**src/rtl/game_round_timer_pkg.sv**
```systemverilog
// rtl/game_round_timer_pkg.sv - shared game-state encodings and BCD/ASCII helpers for the round timer
package game_round_timer_pkg;

  localparam logic [1:0] ST_IDLE  = 2'd0;
  localparam logic [1:0] ST_WAIT  = 2'd1;
  localparam logic [1:0] ST_GAME  = 2'd2;
  localparam logic [1:0] ST_SCORE = 2'd3;

  localparam logic [6:0] ASCII_ZERO = 7'h30;

  typedef enum logic [1:0] {
    T_IDLE,
    T_RUN,
    T_EXPIRED
  } timer_state_t;

  // Two-digit BCD value packed as {tens, units}.
  function automatic logic [7:0] to_bcd(input int unsigned n);
    return {4'(n / 10), 4'(n % 10)};
  endfunction

  function automatic int unsigned bcd_to_int(input logic [7:0] v);
    return int'(v[7:4]) * 10 + int'(v[3:0]);
  endfunction

  function automatic logic [7:0] bcd_dec(input logic [7:0] v);
    if (v[3:0] == 4'd0) return {v[7:4] - 4'd1, 4'd9};
    return {v[7:4], v[3:0] - 4'd1};
  endfunction

  function automatic logic [6:0] to_ascii(input logic [3:0] d);
    return {ASCII_ZERO[6:4], d};
  endfunction

endpackage

```
**src/rtl/game_round_timer_if.sv**
```systemverilog
// rtl/game_round_timer_if.sv - control inputs and display/status outputs of the round timer
interface game_round_timer_if;
  logic [1:0] state;
  logic       freeze;
  logic       time_up;
  logic       running;
  logic       warn;
  logic [6:0] ascii_1;
  logic [6:0] ascii_0;

  modport master (
    output state, freeze,
    input  time_up, running, warn, ascii_1, ascii_0
  );

  modport slave (
    input  state, freeze,
    output time_up, running, warn, ascii_1, ascii_0
  );
endinterface

```
**src/rtl/game_round_timer_sec_tick_gen.sv**
```systemverilog
// rtl/game_round_timer_sec_tick_gen.sv - one-second prescaler producing a single-cycle tick
module sec_tick_gen #(
  parameter int CLK_FREQ = 75_000_000
) (
  input  logic pclk,
  input  logic rst,
  input  logic clr,
  input  logic en,
  output logic tick
);

  localparam int PW = (CLK_FREQ > 1) ? $clog2(CLK_FREQ) : 1;
  localparam logic [PW-1:0] TC = PW'(CLK_FREQ - 1);

  logic [PW-1:0] count;

  // Clear wins over a coincident terminal count so a reload never also decrements.
  assign tick = en && !clr && (count == TC);

  always_ff @(posedge pclk or negedge rst) begin
    if (!rst) begin
      count <= '0;
    end else if (clr) begin
      count <= '0;
    end else if (en) begin
      count <= tick ? '0 : count + 1'b1;
    end
  end

endmodule

```
**src/rtl/game_round_timer.sv**
```systemverilog
// rtl/game_round_timer.sv - GAME-state round countdown with BCD seconds, time_up pulse and ASCII digits
module game_round_timer
  import game_round_timer_pkg::*;
#(
  parameter int CLK_FREQ  = 75_000_000,
  parameter int ROUND_SEC = 30,
  parameter int WARN_SEC  = 5
) (
  input logic pclk,
  input logic rst,
  game_round_timer_if.slave bus
);

  localparam logic [7:0] ROUND_BCD = to_bcd(ROUND_SEC);

  logic [1:0]   state_q;
  timer_state_t fsm;
  logic [7:0]   secs;
  logic [7:0]   secs_d;
  logic         in_game;
  logic         entry;
  logic         tick_en;
  logic         tick;
  logic         warn_d;
  logic         time_up_q;
  logic         running_q;
  logic         warn_q;
  logic [6:0]   ascii_1_q;
  logic [6:0]   ascii_0_q;

  assign in_game = (bus.state == ST_GAME);
  assign entry   = in_game && (state_q != ST_GAME);
  // Ticks only while actually counting; leaving GAME suppresses a coincident final tick.
  assign tick_en = (fsm == T_RUN) && in_game && !bus.freeze;

  sec_tick_gen #(.CLK_FREQ(CLK_FREQ)) u_tick (
    .pclk (pclk),
    .rst  (rst),
    .clr  (entry),
    .en   (tick_en),
    .tick (tick)
  );

  always_comb begin
    secs_d = secs;
    if (entry) begin
      secs_d = ROUND_BCD;
    end else if (tick && secs != 8'h00) begin
      secs_d = bcd_dec(secs);
    end
  end

  assign warn_d = (secs != 8'h00) && (bcd_to_int(secs) <= WARN_SEC);

  always_ff @(posedge pclk or negedge rst) begin
    if (!rst) begin
      state_q   <= ST_IDLE;
      fsm       <= T_IDLE;
      secs      <= ROUND_BCD;
      time_up_q <= 1'b0;
      running_q <= 1'b0;
      warn_q    <= 1'b0;
      ascii_1_q <= to_ascii(ROUND_BCD[7:4]);
      ascii_0_q <= to_ascii(ROUND_BCD[3:0]);
    end else begin
      state_q   <= bus.state;
      secs      <= secs_d;
      ascii_1_q <= to_ascii(secs_d[7:4]);
      ascii_0_q <= to_ascii(secs_d[3:0]);
      warn_q    <= warn_d;
      time_up_q <= 1'b0;
      case (fsm)
        T_IDLE: begin
          if (entry) begin
            fsm       <= T_RUN;
            running_q <= 1'b1;
          end
        end
        T_RUN: begin
          if (!in_game) begin
            fsm       <= T_IDLE;
            running_q <= 1'b0;
          end else if (tick && secs_d == 8'h00) begin
            fsm       <= T_EXPIRED;
            running_q <= 1'b0;
            time_up_q <= 1'b1;
          end
        end
        T_EXPIRED: begin
          if (!in_game) fsm <= T_IDLE;
        end
        default: begin
          fsm       <= T_IDLE;
          running_q <= 1'b0;
        end
      endcase
    end
  end

  assign bus.time_up = time_up_q;
  assign bus.running = running_q;
  assign bus.warn    = warn_q;
  assign bus.ascii_1 = ascii_1_q;
  assign bus.ascii_0 = ascii_0_q;

endmodule

```
**src/flat_wrapper.sv**
```systemverilog
// flat-port wrapper written by rule: the top's interface ports become plain ports
module game_round_timer_flat import game_round_timer_pkg::*;
#(
  parameter int CLK_FREQ  = 75_000_000,
  parameter int ROUND_SEC = 30,
  parameter int WARN_SEC  = 5
)
  (pclk, rst, bus_state, bus_freeze, bus_time_up, bus_running, bus_warn, bus_ascii_1, bus_ascii_0);
  game_round_timer_if bus_i ();
  input logic pclk;
  input logic rst;
  input wire logic [$bits(bus_i.state)-1:0] bus_state;
  input wire logic [$bits(bus_i.freeze)-1:0] bus_freeze;
  output wire logic [$bits(bus_i.time_up)-1:0] bus_time_up;
  output wire logic [$bits(bus_i.running)-1:0] bus_running;
  output wire logic [$bits(bus_i.warn)-1:0] bus_warn;
  output wire logic [$bits(bus_i.ascii_1)-1:0] bus_ascii_1;
  output wire logic [$bits(bus_i.ascii_0)-1:0] bus_ascii_0;
  assign bus_i.state = bus_state;
  assign bus_i.freeze = bus_freeze;
  assign bus_time_up = bus_i.time_up;
  assign bus_running = bus_i.running;
  assign bus_warn = bus_i.warn;
  assign bus_ascii_1 = bus_i.ascii_1;
  assign bus_ascii_0 = bus_i.ascii_0;
  game_round_timer #(.CLK_FREQ(CLK_FREQ), .ROUND_SEC(ROUND_SEC), .WARN_SEC(WARN_SEC)) u_core (.pclk(pclk), .rst(rst), .bus(bus_i));
endmodule
```
**config.mk**
```make
export PLATFORM = sky130hd
export DESIGN_NAME = game_round_timer_flat
export DESIGN_NICKNAME = d
export VERILOG_FILES = /design/src/rtl/game_round_timer_pkg.sv /design/src/rtl/game_round_timer_if.sv /design/src/rtl/game_round_timer_sec_tick_gen.sv /design/src/rtl/game_round_timer.sv /design/src/flat_wrapper.sv
export SDC_FILE = /design/constraint.sdc
export NUM_CORES = 1
export LEC_CHECK = 0
export ABC_AREA = 1
export ABC_CLOCK_PERIOD_IN_PS = 2100
export CAP_MARGIN = 20
export CORE_MARGIN = 3
export CORE_UTILIZATION = 53
export DETAILED_ROUTE_END_ITERATION = 10
export PLACE_DENSITY = 0.72
export RECOVER_POWER = 50
export SYNTH_ARGS = -nofsm -noshare
export SYNTH_HDL_FRONTEND = slang
export SYNTH_SLANG_ARGS = --single-unit
```
**constraint.sdc**
```tcl
create_clock -name pclk -period 2.1 [get_ports pclk]
set_clock_uncertainty 0.1 [all_clocks]
set_input_delay 0.63 -clock pclk [delete_from_list [all_inputs] [get_ports pclk]]
set_output_delay 0.63 -clock pclk [all_outputs]
set_load 0.05 [all_outputs]
```
## After elaboration in Yosys (flattened, before gate mapping)

Index checks and enable logic that the tools add are counted.

- Add/subtract/negate cells: 4
- Multipliers: 1
- $lt $le $gt $ge: 1
- Eq/ne operators: 8
- Multiplexer cells: 22
- Bitwise operators: 1
- Reduce and logical (&&, ||, !) cells: 17

Operator list:

| operator | number |
|---|---|
| two-way mux 27 bit | 3 |
| adder 32 x 5 -> 32 bit | 1 |
| <= comparator 32 x 3 -> 1 bit (second input constant) | 1 |
| two-way mux 8 bit | 4 |
| adder 27 x 1 -> 27 bit (second input constant) | 1 |
| == test 27 bit (second input constant) | 1 |
| two-way mux 1 bit | 9 |
| logical AND 1 bit | 8 |
| zero test 8 bit | 1 |
| two-way mux 2 bit | 4 |
| nonzero test 8 bit | 1 |
| subtractor 4 x 1 -> 4 bit (second input constant) | 2 |
| multiplier 4 x 3 -> 7 bit (second input constant) | 1 |
| inequality test 2 bit (second input constant) | 3 |
| one-hot mux 2 bit (3 select lines) | 1 |
| AND reduction 3 bit | 2 |
| == test 2 bit (second input constant) | 2 |
| zero test 4 bit | 1 |
| inequality test 3 bit (second input constant) | 1 |
| one-hot mux 1 bit (3 select lines) | 1 |
| == test 2 x 1 -> 1 bit (second input constant) | 1 |
| zero test 1 bit | 2 |
| zero test 2 bit | 1 |
| nonzero test 2 bit | 1 |
| NOT 1 bit | 1 |

- Register bits after elaboration: 50
- Input port bits: 5
- Output and inout port bits: 17
- Word-level logic and storage cells: 63

## Depth between registers and ports, before layout

- Depth in word-level cells: 16
- Depth in mapped cells: 17
- Gate-level depth less buffers: 17

## By module

From an unflattened synthesis, not the netlist that was laid out.

- Cell total of the unflattened synthesis: 411
- Area total of the unflattened synthesis: 2,964.1 um2

By module, submodules not included:

| module | times used | cells each | area an instance (um2) | sequential area each (um2) |
|---|---|---|---|---|
| sec_tick_gen | 1 | 267 | 1,799.2 | 675.6 |
| game_round_timer | 1 | 144 | 1,164.9 | 377.9 |

## Worst setup path before layout

No wires, ideal clock.

- Kind: register to register
- From: reg u_core.secs[5]
- To: reg u_core.warn_q (netlist: u_core.bus.warn)
- Library setup time: 0.125 ns
- Arrival: 2.123 ns
- Data required time: 1.875 ns
- Slack: -0.248 ns
- Stages on the path, launching flop included: 7
- Path buffers: 0
- Clock period less this slack: 2.348 ns
- Cells stage by stage: dfstp_2 ha_1 ha_1 fa_1 nor3_1 o2111ai_1 a2111oi_0

- Longest elaborated chain between the ends: 4
- Elaborated cells between the ends (all ways): 5
- Classes of those cells: add/sub (1); mul (1); order compare (1); reduce/logical (2)

RTL lines:

| element | line | RTL |
|---|---|---|
| start, declared | game_round_timer.sv:18 | `logic [7:0] secs;` |
| start signal, assigned | game_round_timer.sv:67 | `secs <= secs_d;` |
| multiplier 4 x 3 -> 7 bit | game_round_timer_pkg.sv:23 | `return int'(v[7:4]) * 10 + int'(v[3:0]);` |
| adder 32 x 5 -> 32 bit | game_round_timer_pkg.sv:23 |  |
| <= comparator 32 x 3 -> 1 bit | game_round_timer.sv:53 | `assign warn_d = (secs != 8'h00) && (bcd_to_int(secs) <= WARN_SEC);` |
| logical AND 1 bit * | game_round_timer.sv:53 |  |
| named net u_core.warn_d | game_round_timer.sv:24 | `logic warn_d;` |
| end signal, assigned | game_round_timer.sv:70 | `warn_q <= warn_d;` |
| end, declared | game_round_timer.sv:27 | `logic warn_q;` |

The timed path passes the listed nets; every way through them passes the cells marked *.
A chain may end at the register's enable or synchronous reset.

## Final worst setup path

Same ends and word-level chain as after synthesis.

==> results.toml <==
[outcome]
status = "complete, but fails checks"
violations = "negative setup slack"

[clock_tree]
cts-buffers-inserted = 5
clk_latency_ns = 0.31
htreeDepth = 2
cts-root-buf = "clkbuf_8"
clockBufferDepth = 2
path_clk_slew_ns = 0.08
clock_sinks = 42
tritoncts = "built"

[cells_and_area]
final_layout_size_suffix_gt1_share_pct = 42.3
nNetsFinal = 487
utilization_pct = 78.8
fillers = 333
multi_input_area_sq_mm = 0.00192
fin_area_sq_mm = 0.00415
syn2layout_area_growth_pct = 39.7
seq_area_sq_mm = 0.00106
diodes = 0

[sta]
fin_ws_ns = -0.144
worst_pin_slew_ns = 1.07
drv_slew = 0
max_freq_mhz = 446
rsz0062_at_grt = "yes"
min_period_ns = 2.24
setup_viol = 10
period_share_pct = 107
hold_violations = 0
maxSlewHeadroom_pct = 28.6

[critical_path]
crit_path_start_kind = "flip-flop"
crit_path_max_fanout = 2
arrival_ns = 2.33
worstSetupPathType = "flip-flop to flip-flop"
worstSetupEndpointType = "flip-flop"
timing.rr.start = "u_core.secs[5]$_DFF_PN1_"
startpoint = "u_core.secs[5]$_DFF_PN1_"
worstPathRequired_ns = 2.19

[global_route]
grt_overflow = 0
grt_max_degree = 43
grt_pass1_vias = 2683
grt_util_all_layers_pct = 24.7
grt_pass1_wl_um = 12600
antenna_found_initial = 0

[logic_synthesis]
synth-simple-area-share_pct = 36.6
seq_area_frac_synth_pct = 35.4
synth_warnings = 0
synth_async_sr_flop_share_pct = 100
synth_top_family_by_area = "simple AND/OR/NAND/NOR gates"
synth_area_sq_mm = 0.00297
syn_inst = 381
synth_ff_type = "dfrtp_1"
synth_top_area_cell = "dfrtp_1"
synth_compound_gate_area_share_pct = 11.1
synth_edf_count = 0
synth_fa_ha_area_share_pct = 5.55
synth_seq_cells = 42
yosys-top-cells-area = "dfrtp_1 (34%), nand2_1 (10%), inv_1 (5.3%), nor2_1 (5.3%), ha_1 (4.2%)"
yosys.cell_count.top_type = "nand2_1"
synth_top_area_share_pct = 33.7
synth_xor_area_share_pct = 1.77
synth.area.mux_share_pct = 0
synth_common_cells = "nand2_1 (82), inv_1 (42), nor2_1 (42)"
avgSynthCellArea_sq_um = 7.81
synth_cell_types = 49

[detailed_routing]
antenna_left = 0
wire_per_inst_um = 15.6
routed_wl_um = 8420
drt_iter0_drc = 315
viasPerCell = 5.50
vias = 2977
drc = 0
firstDrtPassIters = 4

[floorplan]
die_height_um = 80.9
io_pins = 22
core-area_sq_mm = 0.00527
die-width_um = 80.9
die-area_sq_mm = 0.00655
row_count = 26
initial_core_util_pct = 56.4

[placement]
post-dp-hpwl_um = 5270
gp_congestion = 0.949
dpl-instance-area_sq_mm = 0.00361
port-buffer-count = 15

[power_and_ir_drop]
sequentialPowerShare_pct = 51.7
peakVddDrop_uv = 381
switchingPower_uw = 399
internal_power_uw = 1190
power.density_mw_per_mm2 = 383
switching_share_pct = 25.1
clkPwrFrac_pct = 39.3
leakage_uw = 0.00189
comb_power_share_pct = 9.0

[min_path]
hp-class = "flip-flop to flip-flop"
min_from = "u_core.bus.running$_DFFE_PN0P_"

[job]
drv_cap = 0
worst paths after layout:
| check | end | slack, ns | cells past startpoint |
|---|---|---|---|
| max | u_core.bus.warn$_DFF_PN0_ | -0.14 | 6 |
| min | u_core.bus.running$_DFFE_PN0P_ | 0.39 | 2 |
| max reg2reg | u_core.bus.warn$_DFF_PN0_ | -0.14 | 6 |
| min reg2reg | u_core.bus.running$_DFFE_PN0P_ | 0.39 | 2 |
| max in group asynchronous | u_core.u_tick.count[4]$_DFFE_PN0P_ | 0.70 | 2 |
| min in group asynchronous | u_core.u_tick.count[10]$_DFFE_PN0P_ | 0.49 | 2 |
cell usage in the layout, fill, tap and decap left out, types with 5 or more instances in the layout:
cell / synthesis / layout
a21oi_1: 9 / 7
buf_12: 1 / 7
buf_4: 6 / 74
clkbuf_8: 0 / 8
conb_1: 2 / 6
dfrtp_1: 40 / 38
ha_1: 10 / 7
inv_1: 42 / 35
inv_2: 7 / 9
nand2_1: 82 / 67
nand2_2: 9 / 22
nand3_1: 16 / 13
nand3_2: 7 / 5
nand3_4: 2 / 7
nand4_1: 7 / 7
nor2_1: 42 / 28
nor2_2: 9 / 15
nor2_4: 8 / 16
nor3_1: 9 / 8
nor4_1: 5 / 5
o21ai_0: 18 / 12
o21ai_1: 2 / 8
o22ai_1: 10 / 10
xor2_1: 5 / 5
area by class of cell:
type                    instances  area share [%]
multi-input cells             282            46.2
flip-flops and latches         42            25.6
repair buffers                 89            18.6
inverters                      50            4.85
clock buffers                   8            2.65
well taps                      70            2.11
state kept, by name (all words and copies together) (netlist names):
signal,cells
u_core.bus.running,1
u_core.bus.time_up,1
u_core.bus.warn,1
u_core.fsm,2
u_core.secs,8
u_core.state_q,2
u_core.u_tick.count,27
worst max-delay path, stage by stage, from the launching register on:
cell and delay [ns]:
dfstp_4 0.63, ha_1 0.23, ha_2 0.19, fa_1 0.45
nor3_1 0.14, o2111ai_1 0.15, a2111oi_2 0.25
power groups by stage:
stage	clock network [uW]	logic, uW	registers (uW)
4_1_cts	634	132	821
6_report	626	144	822
3_3_place_gp	0	125	836
5_1_grt	672	154	823
3_5_place_dp	0	127	837
2_1_floorplan	0	68.9	847
cells by family after synthesis:
logic type | count (synthesis)
simple gates | 206
buf+inv | 61
flops | 42
xor+xnor | 6
other cells | 2
fa+ha+maj | 12
compound gates | 52
per-layer routing:
metal,part of all wire (%),vias up,track usage [%]
li1,-,1424,-
met1,44,1430,34.5
met2,50,102,38.4
met3,4.4,21,4.32
met4,2.4,0,8.78
met5,0,-,0
through the flow:
stage / total power, uW / hold WS (ns) / worst slack [ns] / std cells / setup TNS, ns
final: 1590 / 0.386 / -0.144 / 541 / -0.894
after global routing: 1650 / 0.431 / -0.265 / 541 / -2.49
after CTS: 1590 / 0.315 / -0.204 / 525 / -0.581
after detailed placement: 964 / 0.370 / -0.661 / 512 / -14.57
after global placement: 962 / 0.372 / -0.572 / 512 / -13.17
after floorplan: 916 / 0.234 / -0.203 / 385 / -0.283
what timing repair did:
action                                 CTS  global route
setup endpoints to repair               35            21
hold buffers                             0             0
setup buffers                            5            16
endpoints found under the hold margin    0             0
pin swaps                               14            31
gates resized for setup                 20            65
(Power assumes the default switching activity.)
